`src/rtl/seq_det_pkg.sv`:
```
`default_nettype none
// ============================================================================
// Module      : seq_det_pkg
// Description : Shared constants and compare helpers for pattern_seq_detector.
// Revision    : 1.0 - initial release
// ============================================================================
package seq_det_pkg;

    // Helper functions operate on a fixed wide vector; callers zero-extend.
    localparam int unsigned      C_FN_W    = 32;
    localparam logic [C_FN_W-1:0] C_ONE    = 32'd1;
    localparam logic [7:0]       C_DEF_PAT = 8'b0000_1011;
    localparam int unsigned      C_DEF_LEN = 4;

    function automatic int unsigned clamp_len(input int unsigned len,
                                              input int unsigned max_len);
        return (len > max_len) ? max_len : len;
    endfunction

    // True when the low len bits of hist equal the low len bits of pat.
    function automatic logic masked_match(input logic [C_FN_W-1:0] pat,
                                          input logic [C_FN_W-1:0] hist,
                                          input int unsigned       len);
        logic [C_FN_W-1:0] mask;
        if (len >= C_FN_W) begin
            mask = '1;
        end else begin
            mask = (C_ONE << len) - C_ONE;
        end
        return ((pat ^ hist) & mask) == '0;
    endfunction

endpackage
`default_nettype wire

```
`src/rtl/pattern_seq_detector_sat_counter.sv`:
```
`default_nettype none
// ============================================================================
// Module      : sat_counter
// Description : Saturating up-counter with synchronous clear (clear wins).
// Revision    : 1.0 - initial release
// ============================================================================
module sat_counter #(
    parameter int unsigned CNT_W = 8
) (
    input  logic             clk,
    input  logic             reset,
    input  logic             inc_i,
    input  logic             clr_i,
    output logic [CNT_W-1:0] count_o
);

    logic [CNT_W-1:0] count_q;
    logic [CNT_W-1:0] count_d;

    always_comb begin
        count_d = count_q;
        if (clr_i) begin
            count_d = '0;
        end else if (inc_i && (count_q != '1)) begin
            count_d = count_q + CNT_W'(1);
        end
    end

    always_ff @(posedge clk) begin
        if (reset) begin
            count_q <= '0;
        end else begin
            count_q <= count_d;
        end
    end

    assign count_o = count_q;

endmodule
`default_nettype wire

```
`src/rtl/pattern_seq_detector.sv`:
```
`default_nettype none
// ============================================================================
// Module      : pattern_seq_detector
// Description : Runtime-programmable serial pattern detector, registered match.
// Revision    : 1.0 - initial release
// ============================================================================
module pattern_seq_detector
    import seq_det_pkg::*;
#(
    parameter int unsigned          MAX_LEN = 8,
    parameter int unsigned          LEN_W   = 4,
    parameter int unsigned          CNT_W   = 8,
    parameter logic [MAX_LEN-1:0]   DEF_PAT = MAX_LEN'(C_DEF_PAT),
    parameter int unsigned          DEF_LEN = C_DEF_LEN
) (
    input  logic               clk,
    input  logic               reset,
    input  logic               x,
    input  logic               x_valid,
    input  logic               overlap,
    input  logic               pat_load,
    input  logic [MAX_LEN-1:0] pat_in,
    input  logic [LEN_W-1:0]   len_in,
    input  logic               clr_count,
    output logic               z,
    output logic [CNT_W-1:0]   match_count,
    output logic [LEN_W-1:0]   fill
);

    localparam logic [LEN_W-1:0] C_MAX_FILL = LEN_W'(MAX_LEN);

    logic [MAX_LEN-1:0] hist_q, hist_d, pat_q, pat_d, w_hist_n;
    logic [LEN_W-1:0]   fill_q, fill_d, len_q, len_d, w_fill_n;
    logic               z_q, z_d;
    logic               w_hit, w_inc;
    logic [C_FN_W-1:0]  w_pat_ext, w_hist_ext;
    // The oldest history bit shifts out without ever being compared.
    logic               w_unused_oldest;

    assign w_unused_oldest = hist_q[MAX_LEN-1];
    assign w_hist_n = {hist_q[MAX_LEN-2:0], x};
    assign w_fill_n = (fill_q >= C_MAX_FILL) ? C_MAX_FILL : fill_q + LEN_W'(1);

    always_comb begin
        w_pat_ext                = '0;
        w_hist_ext               = '0;
        w_pat_ext[MAX_LEN-1:0]   = pat_q;
        w_hist_ext[MAX_LEN-1:0]  = w_hist_n;
    end

    assign w_hit = (len_q != '0) && (w_fill_n >= len_q)
                   && masked_match(w_pat_ext, w_hist_ext, 32'(len_q));
    assign w_inc = w_hit && x_valid && !pat_load;

    // State register
    always_ff @(posedge clk) begin
        if (reset) begin
            hist_q <= '0;
            fill_q <= '0;
            pat_q  <= DEF_PAT;
            len_q  <= LEN_W'(DEF_LEN);
            z_q    <= 1'b0;
        end else begin
            hist_q <= hist_d;
            fill_q <= fill_d;
            pat_q  <= pat_d;
            len_q  <= len_d;
            z_q    <= z_d;
        end
    end

    // Next-state logic: a load flushes history and drops the bit on x.
    always_comb begin
        hist_d = hist_q;
        fill_d = fill_q;
        pat_d  = pat_q;
        len_d  = len_q;
        z_d    = 1'b0;
        if (pat_load) begin
            pat_d  = pat_in;
            len_d  = LEN_W'(clamp_len(32'(len_in), MAX_LEN));
            hist_d = '0;
            fill_d = '0;
        end else if (x_valid) begin
            hist_d = w_hist_n;
            z_d    = w_hit;
            fill_d = (w_hit && !overlap) ? '0 : w_fill_n;
        end
    end

    // Outputs
    assign z    = z_q;
    assign fill = fill_q;

    sat_counter #(
        .CNT_W (CNT_W)
    ) u_match_cnt (
        .clk     (clk),
        .reset   (reset),
        .inc_i   (w_inc),
        .clr_i   (clr_count),
        .count_o (match_count)
    );

endmodule
`default_nettype wire

```
`config.mk`:
```
export PLATFORM = sky130hd
export DESIGN_NAME = pattern_seq_detector
export DESIGN_NICKNAME = d
export VERILOG_FILES = /design/src/rtl/seq_det_pkg.sv /design/src/rtl/pattern_seq_detector_sat_counter.sv /design/src/rtl/pattern_seq_detector.sv
export SDC_FILE = /design/constraint.sdc
export NUM_CORES = 1
export LEC_CHECK = 0
export ABC_AREA = 1
export CORE_MARGIN = 1.5
export CORE_UTILIZATION = 50
export CTS_CLUSTER_SIZE = 12
export DETAILED_ROUTE_END_ITERATION = 7
export PLACE_DENSITY = 0.76
export SKIP_CTS_REPAIR_TIMING = 1
export SLEW_MARGIN = 0
export SYNTH_ARGS = -nofsm -noshare
export SYNTH_HDL_FRONTEND = slang
export SYNTH_SLANG_ARGS = --single-unit
```
`constraint.sdc`:
```
create_clock -name clk -period 4.1 [get_ports clk]
set_input_delay 0.615 -clock clk [delete_from_list [all_inputs] [get_ports clk]]
set_output_delay 0.615 -clock clk [all_outputs]
set_load 0.005 [all_outputs]
```
# Word-level counts from Yosys, hierarchy flattened
# Index checks and enable logic that the tools add are counted.
[word_totals] register_bits=32 inputBits=19 output_inout_bits=13 wordCells=33
[classes] add_sub_neg=3 magnitude_cmp=3 n_eq_ne=1 n_shift=1 n_mux=3 bitwise=3 n_reduce_logical=13
[ops] op="$and A8 B32 Y32" n=1
[ops] op="$logic_not A32 Y1" n=1
[ops] op="$shl A1 B4 Y32 const A" n=1
[ops] op="$sub A32 B1 Y32 const B" n=1
[ops] op="$mux W4" n=3
[ops] op="$add A8 B1 Y8 const B" n=1
[ops] op="$ne A8 B8 Y1 const B" n=1
[ops] op="$xor A8 B8 Y8" n=1
[ops] op="$logic_and A1 B1 Y1" n=6
[ops] op="$add A4 B1 Y4 const B" n=1
[ops] op="$ge A4 B4 Y1" n=1
[ops] op="$ge A4 B4 Y1 const B" n=1
[ops] op="$gt A4 B4 Y1 const B" n=1
[ops] op="$reduce_bool A4 Y1" n=1
[ops] op="$reduce_or A2 Y1" n=2
[ops] op="$reduce_or A3 Y1" n=1
[ops] op="$logic_not A1 Y1" n=2
[ops] op="$not A1 Y1" n=1

# Depth between registers and ports, before layout
[logic_depth] word_depth=8 depth_mapped=14 depth_no_buf=14

# Cells and area by module
# Synthesis repeated with hierarchy kept, for this count alone.
[hier_totals] cells_unflattened=252 area_unflattened_um2=1730.4
[modules_own_cells] mod="pattern_seq_detector" n_inst=1 cells_per_inst=179 area_each_um2=1270.0 seq_area_each_um2=480.5
[modules_own_cells] mod="sat_counter" n_inst=1 cells_per_inst=73 area_each_um2=460.4 seq_area_each_um2=160.2

# Worst setup path before layout
# Ideal clock, no wire load.
[synth_timing] path_type="register -> register" startpoint="reg fill_q[0], in the netlist fill[0]" endpoint="reg u_match_cnt.count_q[0], in the netlist u_match_cnt.count_o[0]" setup_ns=0.123 arrival_time_ns=1.888 required_ns=3.977 path_slack_ns=2.090 path_stages_with_launch=15 n_path_buf=0 synth_period_minus_slack_ns=2.010 cell_sequence="dfxtp_1 -> inv_1 -> ha_1 -> nand2_1 -> inv_1 -> ha_1 -> inv_1 -> nor2_1 -> o21bai_1 -> nand3b_1 -> inv_1 -> nor2_1 -> nand4_2 -> nand2_1 -> a21oi_1"
[synth_between] elab_chain_cells=8 elab_cells_between_ends=9 cone_classes="add/sub: 1; order compare: 2; mux: 1; reduce/logical: 5"
[synth_lines] item="start: declaration" line="pattern_seq_detector.sv:33" source="logic [LEN_W-1:0] fill_q, fill_d, len_q, len_d, w_fill_n;"
[synth_lines] item="start signal: assignment" line="pattern_seq_detector.sv:65" source="fill_q <= fill_d;"
[synth_lines] item="$add A4 B1 Y4 / $ge A4 B4 Y1 (equally long branches)" line="pattern_seq_detector.sv:42" source="assign w_fill_n = (fill_q >= C_MAX_FILL) ? C_MAX_FILL : fill_q + LEN_W'(1);"
[synth_lines] item="$mux W4 (*)" line="pattern_seq_detector.sv:42"
[synth_lines] item="$ge A4 B4 Y1 (*)" line="pattern_seq_detector.sv:51" source="assign w_hit = (len_q != '0) && (w_fill_n >= len_q)"
[synth_lines] item="$logic_and A1 B1 Y1 (*)" line="pattern_seq_detector.sv:51"
[synth_lines] item="$logic_and A1 B1 Y1 (*)" line="pattern_seq_detector.sv:52" source="&& masked_match(w_pat_ext, w_hist_ext, 32'(len_q));"
[synth_lines] item="$logic_and A1 B1 Y1 (*) (2 in a row)" line="pattern_seq_detector.sv:53" source="assign w_inc = w_hit && x_valid && !pat_load;"
[synth_lines] item="$logic_and A1 B1 Y1 (*)" line="pattern_seq_detector_sat_counter.sv:24" source="end else if (inc_i && (count_q != '1)) begin"
[synth_lines] item="end signal: assignment" line="pattern_seq_detector_sat_counter.sv:33" source="count_q <= count_d;"
[synth_lines] item="end: declaration" line="pattern_seq_detector_sat_counter.sv:17" source="logic [CNT_W-1:0] count_q;"
# Mark *: on every way between the ends. The rest lies on a longest branch, timed or not.
# A chain may end at the register's enable or synchronous reset.

# Worst setup path in the final report
[layout_timing] startpoint="reg fill_q[0], in the netlist fill[0]" endpoint="reg u_match_cnt.count_q[2], in the netlist u_match_cnt.count_o[2]"
# Same word-level chain as after synthesis.

==> run summary <==
Crit Path Max Fanout = 8
Top_reg_cell synth = dfxtp_1
Gp weighted congestion = 0.8963
Slowest library cell on the worst path = dfxtp_1
Clock Path Buffers = 2
Final Net Count = 313
# H-tree levels = 2
# IOs = 32
Max frequency = 437.7 MHz
Core Region = 3390 µm²
Sequential standard cell area = 640.6 µm²
Area occupied by multi-input gates = 1027 µm²
Reg-to-reg critical path endpoint = u_match_cnt.count_o[2]$_SDFFE_PP0P_
Total GRT Usage = 0.1971
Seq/Total Area, Yosys = 0.3558
Dominant cells by area after synthesis = dfxtp_1, nand2_1, a21oi_1
Ys async rst share = 0
GRT Residual Overflow = 0
PortBufs = 31
Share of cells above drive strength 1 = 0.08362
Number of endpoints failing setup at the final stage = 0
Rows = 21
Vias in the first global route = 1514
Routed WL = 3641 µm
Die H = 63.01 µm
Hpwl dp = 2815 µm
Most frequent cells after synthesis = nand2_1, dfxtp_1, inv_1
Crit Reg-Reg Startpoint = fill[0]$_SDFFE_PP0P_
Max-Cap Viols = 0
Setup TNS = 0 ns
Status = complete, no violations
Area leader, netlist = dfxtp_1
Crit-path cells = inv_1, ha_1, nand2_1, inv_1, ha_1, inv_1, nor2_1, o21bai_1, nand3b_1, inv_1, nor2_1, nand4_2, nand2_1, a21oi_1
WS Path Type = reg -> reg
Syn nets = 279
Max Transition Viols Final = 0
Final period utilization = 0.5572
ANT cells = 0
Synthesis-stage register bit count = 32
Clk pin slew, worst setup/hold paths = 0.09 ns
Detail Route Antenna Nets = 0
CP endpoint kind = register
Hold Vio Cnt, Final = 0
Die X = 63.01 µm
Critical Path Sink = u_match_cnt.count_o[2]$_SDFFE_PP0P_
Mean Syn Cell Area = 7.145 µm²
Most used cell, CP = inv_1
HP Class = reg -> reg
Starting DRT DRC Count = 110
Worst path required time = 4.30 ns
Die area = 3970 µm²
RSZ-0062 raised after global routing = false
Syn Inst Count = 252
CP Launch Type = register
Peak per-stage delay on the critical path = 0.40 ns
CTS tree = yes
Largest net degree at the start of global routing = 19
Worst path arrival time = 2.49 ns
R2r setup slk = 1.82 ns
DR vias = 1691
R2r worst-path depth = 14
Post-DR wirelength/cell = 10.93 µm
Synth top area share = 0.3558
Initial Util = 0.5312
Total CTS buffers = 5
CTS root buf = clkbuf_4
P_leak = 0.9566 nW
Clock Skews = 0.005893 ns
Global-route wire length before repair = 6334 µm
Vias/cell = 5.078
Tmin final = 2.285 ns
Pwr per Cell Area = 281.9 nW/µm²
Slew @ Worst Pin = 0.5847 ns
Most common cell in the synthesized netlist = nand2_1
Unique masters post-synth = 30
Slew margin rel. = 0.6090
Mapped Area = 1800 µm²
Crit path from = fill[0]$_SDFFE_PP0P_
Post-synth EDFFs = 0
VDD IR max = 0.0002037 V
Sink Count = 32
YS warnings = 0
DR pass1 iterations = 4
Area delta synth->final = 22.79%
Fill cells = 302
Final hold slack = 0.4851 ns
Clk_lat worst skew = 0.32 ns
Drc violations = 0
Antenna violations before repair = 0
cell usage in the layout, fill, tap and decap left out:
master / n
nand4_1: 8
inv_1: 28
o21bai_1: 1
nand2_1: 57
ha_1: 8
a211oi_1: 1
nand3_2: 3
nand3b_1: 2
clkbuf_8: 1
clkbuf_1: 2
xnor2_1: 3
nand3_4: 2
nand2_2: 3
nor4_1: 1
o21ai_0: 16
nor3_1: 1
inv_2: 3
o211ai_1: 1
a31oi_2: 1
a21oi_1: 24
nor2_4: 2
clkdlybuf4s50_1: 31
xor2_1: 6
o21ai_1: 1
dfxtp_1: 32
nand4_2: 1
nand3_1: 13
nor2_1: 27
clkbuf_4: 5
nor2_8: 1
nor2_2: 2
layout make-up:
| cell class | instances | area share |
|---|---|---|
| multi-input combinational | 185 | 0.4646 |
| inverter | 31 | 0.05263 |
| clock buffer | 8 | 0.02660 |
| tap | 46 | 0.02603 |
| timing repair buffer | 31 | 0.1404 |
| sequential | 32 | 0.2898 |
per-layer routing:
layer | track usage | routed length, µm
met1 | 0.2606 | 1802
met2 | 0.3205 | 1690
met3 | 0.04865 | 149
met4 | 0.05000 | 0
met5 | 0 | 0
critical path: cells and delay by family, from the launching register on:
family | cells | cell delay [ns]
adder cells (fa/ha/maj) | 2 | 0.57
AND/OR/NAND/NOR | 6 | 0.82
AO/OA/AOI/OAI | 2 | 0.14
flip-flops | 1 | 0.40
buffers and inverters | 4 | 0.23
cells by family after synthesis:
family,count (synthesis),share of synthesized area
adders and majority gates,8,0.05560
AOI/OAI and AO/OA,45,0.1334
xor gates and xnor gates,9,0.04378
and+or+nand+nor,123,0.3377
DFF,32,0.3558
buffers and inverters,35,0.07366
power by group:
group          total, mW  leakage [nW]  internal [mW]  switching [mW]
Sequential         0.330         0.261          0.321         0.00901
Combinational      0.110         0.663         0.0459          0.0637
Clock              0.184        0.0326         0.0846          0.0990
Total              0.623         0.957          0.452           0.172
flip-flops by register name (all words and copies together), names as in the netlist:
| signal | flops |
|---|---|
| fill | 4 |
| len_q | 4 |
| pat_q | 8 |
| z | 1 |
| hist_q | 7 |
| u_match_cnt.count_o | 8 |
worst min path at each step:
stage	to	startpoint	cells past startpoint	slack, ns
CTS	pat_q[5]$_SDFFE_PP0P_	pat_q[5]$_SDFFE_PP0P_	2	0.49
global route	pat_q[0]$_SDFFE_PP1P_	pat_q[0]$_SDFFE_PP1P_	2	0.51
global placement	pat_q[5]$_SDFFE_PP0P_	pat_q[5]$_SDFFE_PP0P_	2	0.46
detailed placement	pat_q[5]$_SDFFE_PP0P_	pat_q[5]$_SDFFE_PP0P_	2	0.47
finish	pat_q[5]$_SDFFE_PP0P_	pat_q[5]$_SDFFE_PP0P_	2	0.49
floorplan	pat_q[5]$_SDFFE_PP0P_	pat_q[5]$_SDFFE_PP0P_	2	0.45
metrics by stage:
step	power (mW)	std cells	utilization	setup slack (ns)	cell area (µm²)
2_1_floorplan	0.4117	252	-	2.090	1800
5_1_grt	0.6651	333	0.6523	1.540	2211
3_3_place_gp	0.4462	325	0.6349	1.755	2152
6_report	0.6233	333	0.6523	1.815	2211
4_1_cts	0.6319	333	0.6523	1.805	2211
3_5_place_dp	0.4471	325	0.6349	1.674	2152
(Power assumes the default switching activity.)
